**config.mk**
```make
export PLATFORM = sky130hd
export DESIGN_NAME = vscale_debug_module
export DESIGN_NICKNAME = d
export VERILOG_FILES = /design/src/rtl/vscale_debug_module.sv
export SDC_FILE = /design/constraint.sdc
export NUM_CORES = 1
export LEC_CHECK = 0
export BUFFER_PORTS_ARGS = -buffer_cell sky130_fd_sc_hd__buf_2
export CAP_MARGIN = 20
export CORE_UTILIZATION = 45
export DETAILED_ROUTE_END_ITERATION = 10
export PLACE_DENSITY = 0.75
export SYNTH_ARGS = -nofsm -noshare
export SYNTH_HDL_FRONTEND = slang
export SYNTH_SLANG_ARGS = --single-unit
export TNS_END_PERCENT = 5
```
**constraint.sdc**
```tcl
create_clock -name clk -period 2.2 [get_ports clk]
set_input_delay 0.33 -clock clk [delete_from_list [all_inputs] [get_ports clk]]
set_output_delay 0.33 -clock clk [all_outputs]
set_load 0.05 [all_outputs]
```
**src/rtl/vscale_debug_module.sv**
```systemverilog
// vscale_debug_module: per-hart debug module for the 0.13-style debug interface.
// Decodes DMI reads/writes from the DTM, drives haltreq/resumereq into the core,
// and runs abstract register-access commands (one access cycle, one capture cycle).
// Optional feature macro: VSCALE_DM_AUTOEXEC_EN (abstractauto at 0x18; data0
// accesses re-run the last accepted command). Undefined by default.
module vscale_debug_module #(
    parameter int ABITS       = 7,
    parameter int XLEN        = 32,
    parameter int REGNO_WIDTH = 13
) (
    input  logic                   clk,
    input  logic                   reset,
    input  logic                   dmi_req_valid,
    output logic                   dmi_req_ready,
    input  logic [1:0]             dmi_req_op,
    input  logic [ABITS-1:0]       dmi_req_addr,
    input  logic [XLEN-1:0]        dmi_req_data,
    output logic                   dmi_resp_valid,
    input  logic                   dmi_resp_ready,
    output logic [1:0]             dmi_resp_op,
    output logic [XLEN-1:0]        dmi_resp_data,
    output logic                   haltreq,
    input  logic                   haltack,
    output logic                   resumereq,
    input  logic                   resumeack,
    output logic [REGNO_WIDTH-1:0] register_index,
    output logic                   debug_write,
    output logic                   debug_read,
    output logic [XLEN-1:0]        debug_wdata,
    input  logic [XLEN-1:0]        debug_rdata
);

    localparam logic [ABITS-1:0] ADDR_DATA0        = ABITS'(7'h04);
    localparam logic [ABITS-1:0] ADDR_DMCONTROL    = ABITS'(7'h10);
    localparam logic [ABITS-1:0] ADDR_DMSTATUS     = ABITS'(7'h11);
    localparam logic [ABITS-1:0] ADDR_ABSTRACTCS   = ABITS'(7'h16);
    localparam logic [ABITS-1:0] ADDR_COMMAND      = ABITS'(7'h17);
`ifdef VSCALE_DM_AUTOEXEC_EN
    localparam logic [ABITS-1:0] ADDR_ABSTRACTAUTO = ABITS'(7'h18);
`endif

    typedef enum logic {
        DMI_IDLE,
        DMI_RESP
    } dmi_state_t;

    typedef enum logic [1:0] {
        CMD_IDLE,
        CMD_ACCESS,
        CMD_CAPTURE
    } cmd_state_t;

    dmi_state_t             dmi_state_q, dmi_state_d;
    cmd_state_t             cmd_state_q, cmd_state_d;
    logic [1:0]             resp_op_q, resp_op_d;
    logic [XLEN-1:0]        resp_data_q, resp_data_d;
    logic                   dmactive_q, dmactive_d;
    logic                   haltreq_q, haltreq_d;
    logic                   resumereq_q, resumereq_d;
    logic                   halted_q, halted_d;
    logic                   resumeack_seen_q, resumeack_seen_d;
    logic [XLEN-1:0]        data0_q, data0_d;
    logic [2:0]             cmderr_q, cmderr_d;
    logic [REGNO_WIDTH-1:0] regno_q, regno_d;
    logic                   cmd_write_q, cmd_write_d;
`ifdef VSCALE_DM_AUTOEXEC_EN
    logic                   autoexec_q, autoexec_d;
    logic [31:0]            last_cmd_q, last_cmd_d;
`endif

    logic        busy;
    logic        req_fire;
    logic        is_rd;
    logic        is_wr;
    logic        cmd_start;
    logic [31:0] cmd_word;
    logic        unused_cmd;

    assign busy     = (cmd_state_q != CMD_IDLE);
    assign is_rd    = (dmi_req_op == 2'd1);
    assign is_wr    = (dmi_req_op == 2'd2);
    assign req_fire = dmi_req_valid && dmi_req_ready;

    // Only the decoded command fields matter; the rest of the word is don't-care.
    assign unused_cmd = ^cmd_word;

    // Next-state logic: DMI handshake, register decode, halt/resume and command FSM.
    always_comb begin
        dmi_state_d      = dmi_state_q;
        cmd_state_d      = cmd_state_q;
        resp_op_d        = resp_op_q;
        resp_data_d      = resp_data_q;
        dmactive_d       = dmactive_q;
        haltreq_d        = haltreq_q;
        resumereq_d      = resumereq_q;
        halted_d         = halted_q;
        resumeack_seen_d = resumeack_seen_q;
        data0_d          = data0_q;
        cmderr_d         = cmderr_q;
        regno_d          = regno_q;
        cmd_write_d      = cmd_write_q;
`ifdef VSCALE_DM_AUTOEXEC_EN
        autoexec_d       = autoexec_q;
        last_cmd_d       = last_cmd_q;
`endif
        cmd_start        = 1'b0;
        cmd_word         = dmi_req_data[31:0];

        // Core handshake pulses.
        if (haltack) begin
            halted_d = 1'b1;
        end
        if (resumereq_q && resumeack) begin
            resumereq_d      = 1'b0;
            halted_d         = 1'b0;
            resumeack_seen_d = 1'b1;
        end

        // Abstract command sequencing: one access cycle, then one capture cycle.
        case (cmd_state_q)
            CMD_ACCESS:  cmd_state_d = CMD_CAPTURE;
            CMD_CAPTURE: begin
                if (!cmd_write_q) begin
                    data0_d = debug_rdata;
                end
                cmd_state_d = CMD_IDLE;
            end
            default:     cmd_state_d = cmd_state_q;
        endcase

        // DMI request/response; the response is registered for the next cycle.
        case (dmi_state_q)
            DMI_IDLE: begin
                if (req_fire) begin
                    dmi_state_d = DMI_RESP;
                    resp_op_d   = 2'd0;
                    resp_data_d = '0;
                    case (dmi_req_addr)
                        ADDR_DATA0: begin
                            if (is_rd) begin
                                resp_data_d = data0_q;
                            end
                            if (is_wr && dmactive_q) begin
                                if (busy) begin
                                    if (cmderr_q == 3'd0) cmderr_d = 3'd1;
                                end else begin
                                    data0_d = dmi_req_data;
                                end
                            end
`ifdef VSCALE_DM_AUTOEXEC_EN
                            if ((is_rd || is_wr) && dmactive_q && autoexec_q &&
                                !busy && (cmderr_q == 3'd0)) begin
                                cmd_start = 1'b1;
                                cmd_word  = last_cmd_q;
                            end
`endif
                        end
                        ADDR_DMCONTROL: begin
                            if (is_rd) begin
                                resp_data_d = XLEN'({haltreq_q, resumereq_q, 29'd0, dmactive_q});
                            end
                            if (is_wr) begin
                                dmactive_d = dmi_req_data[0];
                                haltreq_d  = dmi_req_data[31];
                                // A simultaneous haltreq wins over resumereq.
                                if (dmi_req_data[30] && !dmi_req_data[31] && halted_q) begin
                                    resumereq_d      = 1'b1;
                                    resumeack_seen_d = 1'b0;
                                end
                            end
                        end
                        ADDR_DMSTATUS: begin
                            if (is_rd) begin
                                resp_data_d = XLEN'({14'd0,
                                                     resumeack_seen_q, resumeack_seen_q,
                                                     4'd0,
                                                     !halted_q, !halted_q,
                                                     halted_q, halted_q,
                                                     1'b1, 3'd0, 4'd2});
                            end
                        end
                        ADDR_ABSTRACTCS: begin
                            if (is_rd) begin
                                resp_data_d = XLEN'({19'd0, busy, 1'b0, cmderr_q, 4'd0, 4'd1});
                            end
                            if (is_wr && dmactive_q) begin
                                cmderr_d = cmderr_q & ~dmi_req_data[10:8];
                            end
                        end
                        ADDR_COMMAND: begin
                            if (is_wr && dmactive_q) begin
                                cmd_start = 1'b1;
                                cmd_word  = dmi_req_data[31:0];
                            end
                        end
`ifdef VSCALE_DM_AUTOEXEC_EN
                        ADDR_ABSTRACTAUTO: begin
                            if (is_rd) begin
                                resp_data_d = XLEN'({31'd0, autoexec_q});
                            end
                            if (is_wr && dmactive_q) begin
                                autoexec_d = dmi_req_data[0];
                            end
                        end
`endif
                        default: resp_op_d = 2'd2;
                    endcase
                end
            end
            default: begin
                if (dmi_resp_ready) begin
                    dmi_state_d = DMI_IDLE;
                end
            end
        endcase

        // Command acceptance checks, in priority order.
        if (cmd_start) begin
            if (busy) begin
                if (cmderr_q == 3'd0) cmderr_d = 3'd1;
            end else if (cmderr_q != 3'd0) begin
                cmderr_d = cmderr_q;
            end else if ((cmd_word[31:24] != 8'd0) || (cmd_word[22:20] != 3'd2)) begin
                cmderr_d = 3'd2;
            end else if (!halted_q) begin
                cmderr_d = 3'd4;
            end else begin
`ifdef VSCALE_DM_AUTOEXEC_EN
                last_cmd_d = cmd_word;
`endif
                if (cmd_word[17]) begin
                    cmd_state_d = CMD_ACCESS;
                    regno_d     = cmd_word[REGNO_WIDTH-1:0];
                    cmd_write_d = cmd_word[16];
                end
            end
        end

        // An inactive DM keeps all of its state at reset value.
        if (!dmactive_d) begin
            haltreq_d        = 1'b0;
            resumereq_d      = 1'b0;
            halted_d         = 1'b0;
            resumeack_seen_d = 1'b0;
            data0_d          = '0;
            cmderr_d         = 3'd0;
            cmd_state_d      = CMD_IDLE;
            regno_d          = '0;
            cmd_write_d      = 1'b0;
`ifdef VSCALE_DM_AUTOEXEC_EN
            autoexec_d       = 1'b0;
            last_cmd_d       = 32'd0;
`endif
        end
    end

    // State registers with synchronous reset; reset also drops any pending response.
    always_ff @(posedge clk) begin
        if (reset) begin
            dmi_state_q      <= DMI_IDLE;
            cmd_state_q      <= CMD_IDLE;
            resp_op_q        <= 2'd0;
            resp_data_q      <= '0;
            dmactive_q       <= 1'b0;
            haltreq_q        <= 1'b0;
            resumereq_q      <= 1'b0;
            halted_q         <= 1'b0;
            resumeack_seen_q <= 1'b0;
            data0_q          <= '0;
            cmderr_q         <= 3'd0;
            regno_q          <= '0;
            cmd_write_q      <= 1'b0;
`ifdef VSCALE_DM_AUTOEXEC_EN
            autoexec_q       <= 1'b0;
            last_cmd_q       <= 32'd0;
`endif
        end else begin
            dmi_state_q      <= dmi_state_d;
            cmd_state_q      <= cmd_state_d;
            resp_op_q        <= resp_op_d;
            resp_data_q      <= resp_data_d;
            dmactive_q       <= dmactive_d;
            haltreq_q        <= haltreq_d;
            resumereq_q      <= resumereq_d;
            halted_q         <= halted_d;
            resumeack_seen_q <= resumeack_seen_d;
            data0_q          <= data0_d;
            cmderr_q         <= cmderr_d;
            regno_q          <= regno_d;
            cmd_write_q      <= cmd_write_d;
`ifdef VSCALE_DM_AUTOEXEC_EN
            autoexec_q       <= autoexec_d;
            last_cmd_q       <= last_cmd_d;
`endif
        end
    end

    assign dmi_req_ready  = (dmi_state_q == DMI_IDLE) && !reset;
    assign dmi_resp_valid = (dmi_state_q == DMI_RESP);
    assign dmi_resp_op    = resp_op_q;
    assign dmi_resp_data  = resp_data_q;
    assign haltreq        = haltreq_q;
    assign resumereq      = resumereq_q;
    assign register_index = regno_q;
    assign debug_write    = (cmd_state_q == CMD_ACCESS) && cmd_write_q;
    assign debug_read     = (cmd_state_q == CMD_ACCESS) && !cmd_write_q;
    assign debug_wdata    = data0_q;

endmodule

```
==> results.py <==
metrics = {
    "outcome": {
        "outcome": "finished, final reports clean",
    },
    "yosys": {
        "yosys.area_share.adder_pct": 1.242,
        "synth-xor-area-share_pct": 0,
        "synth_enable_flop_cells": 0,
        "number_of_standard_cells_after_synthesis": 436,
        "combinational_family_with_the_most_area_after_synthesis": "simple AND/OR/NAND/NOR gates",
        "synth_area_in_compound_gates_pct": 18.72,
        "synth_async_sr_flop_share_pct": 0,
        "mappedNetlistArea_um2": 4030,
        "synth_largest_type_area_fraction_pct": 44.71,
        "synth-warning-count": 0,
        "ys_seq_area_share_pct": 44.71,
        "postSynthRegisterBits": 90,
        "synthDistinctLibCells": 44,
        "syn_nets": 519,
        "synthDominantAreaCellType": "dfxtp_1",
        "synth_simple_gate_area_share_pct": 18.78,
        "yosys-top-cells-area": "dfxtp_1, mux2i_1, a211oi_2",
        "synth_flop_cell": "dfxtp_1",
        "syn-mean-instance-area_um2": 9.243,
        "muxShareOfSynthArea_pct": 11.92,
    },
    "sta": {
        "clock.fmax_mhz": 527.1,
        "grt_setup_unrepaired": "no",
        "final_hold_viol_count": 0,
        "fin_crit_ns": 1.897,
        "fin_setup_tns_ns": 0,
        "timing.final.setup_violations": 0,
        "worst-slew-pin-transition_ns": 0.7973,
        "finalMaxSlewViolations": 0,
        "skew_ns": 0.01604,
        "maxSlewHeadroom_pct": 46.84,
        "layout_setup_ws_ns": 0.3028,
        "finalCritPeriodShare_pct": 86.24,
        "timing.hold.ws_ns": 0.1620,
    },
    "layout": {
        "post-route-util_pct": 60.55,
        "mostFrequentLayoutCells": "buf_2, dfxtp_1, nor2_1",
        "area_delta_synth_final_pct": 30.39,
        "nNetsFinal": 679,
        "final_layout_size_suffix_gt1_share_pct": 38.10,
        "fillers": 801,
        "final_common_cell": "buf_2",
        "finalInstanceArea_um2": 5255,
        "post_layout_cell_count": 709,
        "antenna_cells_inserted": 0,
    },
    "worst_setup_path": {
        "number_of_gates_on_the_worst_path_with_buffers_counted": 6,
        "worst_setup_path_start_kind": "flip-flop",
        "critical-path-top-delay-family": "simple AND/OR/NAND/NOR gates",
        "endpoint_kind": "flip-flop",
        "cpPeakStageDelay_ns": 0.38,
        "worst_ep_required_time_ns": 2.45,
        "cp.arrival_ns": 2.15,
        "worst-path-buf-inv": 1,
        "critical_path.max_fanout": 7,
        "slowest_stage": "nor3_1",
        "critical_path.cell_chain": "nor3_1 -> nand4_1 -> nor4_4 -> buf_4 -> mux2i_1 -> nor2_1",
        "worst-setup-path-type": "flip-flop to flip-flop",
        "worst-r2r-cell-count": 6,
    },
    "clocking": {
        "insertion_delay_ns": 0.36,
        "tritoncts": "done",
        "hold_buffers": 0,
        "cts.root.buffer_cell": "clkbuf_8",
        "post_cts_resize_count": 0,
        "path_clk_slew_ns": 0.10,
        "clock_sinks": 90,
        "depth_of_the_cts_h_tree": 3,
        "post_cts.repair.setup_buffers": 0,
        "cts_made_buffers": 9,
        "cts.path.max_buffers": 2,
    },
    "global_route": {
        "grt.total_usage_pct": 24.57,
        "global_route.overflow_total": 0,
        "grt_pass1_wl_mm": 18.45,
        "grt_pass1_vias": 3672,
        "grt_antenna_before_repair": 0,
        "grt_max_degree": 51,
    },
    "placement": {
        "place_inst": 693,
        "place.port_buffers": 162,
        "gp_congestion": 0.8948,
        "cell_area_after_placement_um2": 5036,
        "post-place-ws_ns": 0.06455,
        "dpl_wire_length_mm": 8.494,
    },
    "power_and_ir_drop": {
        "power_density_nw_per_um2": 576.5,
        "irDropWorstVdd_uv": 275.5,
        "power_leakage_nw": 2.108,
        "finalPower_mw": 3.030,
    },
    "floorplan": {
        "std_cell_rows": 34,
        "area_of_the_core_um2": 8678,
        "floorplan.die.width_um": 96.64,
        "initial_utilization_pct": 46.44,
        "dieHeight_um": 96.64,
        "design.die.area_um2": 9338,
        "boundaryPins": 164,
    },
    "flow_run": {
        "cap_violations": 0,
    },
    "detailed_routing": {
        "detailed_route_vias_per_instance": 5.447,
        "postRouteAntennaNets": 0,
        "post_route_wl_mm": 11.38,
        "vias": 3862,
        "avgRoutedWirePerCell_um": 16.05,
        "route.detailed.drc": 0,
        "drt_first_pass_iters": 5,
        "drt_first_iter_violations": 183,
    },
    "min_path": {
        "worstHoldPathType": "input port to flip-flop",
        "hold_path_depth": 2,
    },
}
==> flip-flops by register name (all words and copies together), names as in the netlist <==
| name | flops |
|---|---|
| cmderr_q | 3 |
| cmd_state_q | 2 |
| haltreq | 1 |
| dmi_resp_valid | 1 |
| cmd_write_q | 1 |
| dmi_resp_op | 1 |
| debug_wdata | 32 |
| dmactive_q | 1 |
| resumeack_seen_q | 1 |
| resumereq | 1 |
| halted_q | 1 |
| register_index | 13 |
| dmi_resp_data | 32 |
==> final cells by class <==
class | count | area (um^2) | share of cell area [%]
clock buffer | 9 | 123.9 | 2.357
clock inverter | 7 | 95.09 | 1.810
inverter | 5 | 18.77 | 0.3571
multi-input combinational | 309 | 2064 | 39.29
sequential | 90 | 1802 | 34.29
tap | 108 | 135.1 | 2.571
timing repair buffer | 181 | 1016 | 19.33
==> final timing paths <==
check | startpoint | end | slack (ns)
worst max-delay path | cmderr_q[0] | register_index[3] | 0.30
worst min-delay path | dmi_resp_ready | dmi_resp_valid | 0.16
worst max register to register | cmderr_q[0] | register_index[3] | 0.30
worst min register to register | dmi_resp_data[5] | dmi_resp_data[5] | 0.46
==> cells in the mapped netlist, drive strengths merged (2+ instances only) <==
library cell and count:
nand2 37, nand2b 3, nand3 25, a21bo 2, a22oi 7, nand3b 2
ha 4, clkbuf 22, or3 2, nor3b 4, inv 5, nor2b 5
and2 2, a22o 3, a21oi 32, o31ai 2, buf 10, nand4 4
a21o 2, nor2 56, a211oi 36, nor3 8, dfxtp 90, mux2i 48
nor4 4, o21ai 12
==> power by group <==
part	total [mW]	internal (mW)	switching [mW]	leakage [nW]
sequential	1.64	1.63	0.00402	0.725
clock	1.20	0.558	0.644	0.111
combinational	0.192	0.0747	0.117	1.27
==> per-layer routing <==
layer | up-vias | part of all wire, % | global-route usage (%)
met3 | 20 | 7.1 | 5.202
met1 | 1806 | 44 | 32.68
li1 | 1879 | - | -
met2 | 157 | 48 | 39.87
met4 | 0 | 1.4 | 7.807
met5 | - | 0 | 0
==> logic make-up after synthesis <==
family,Yosys count
multiplexers,48
other,1
adder cells (fa/ha/maj),4
flip-flops,90
AND/OR/NAND/NOR,155
AO/OA/AOI/OAI,101
buffers and inverters,37
Power figures use the tool's default switching activity.
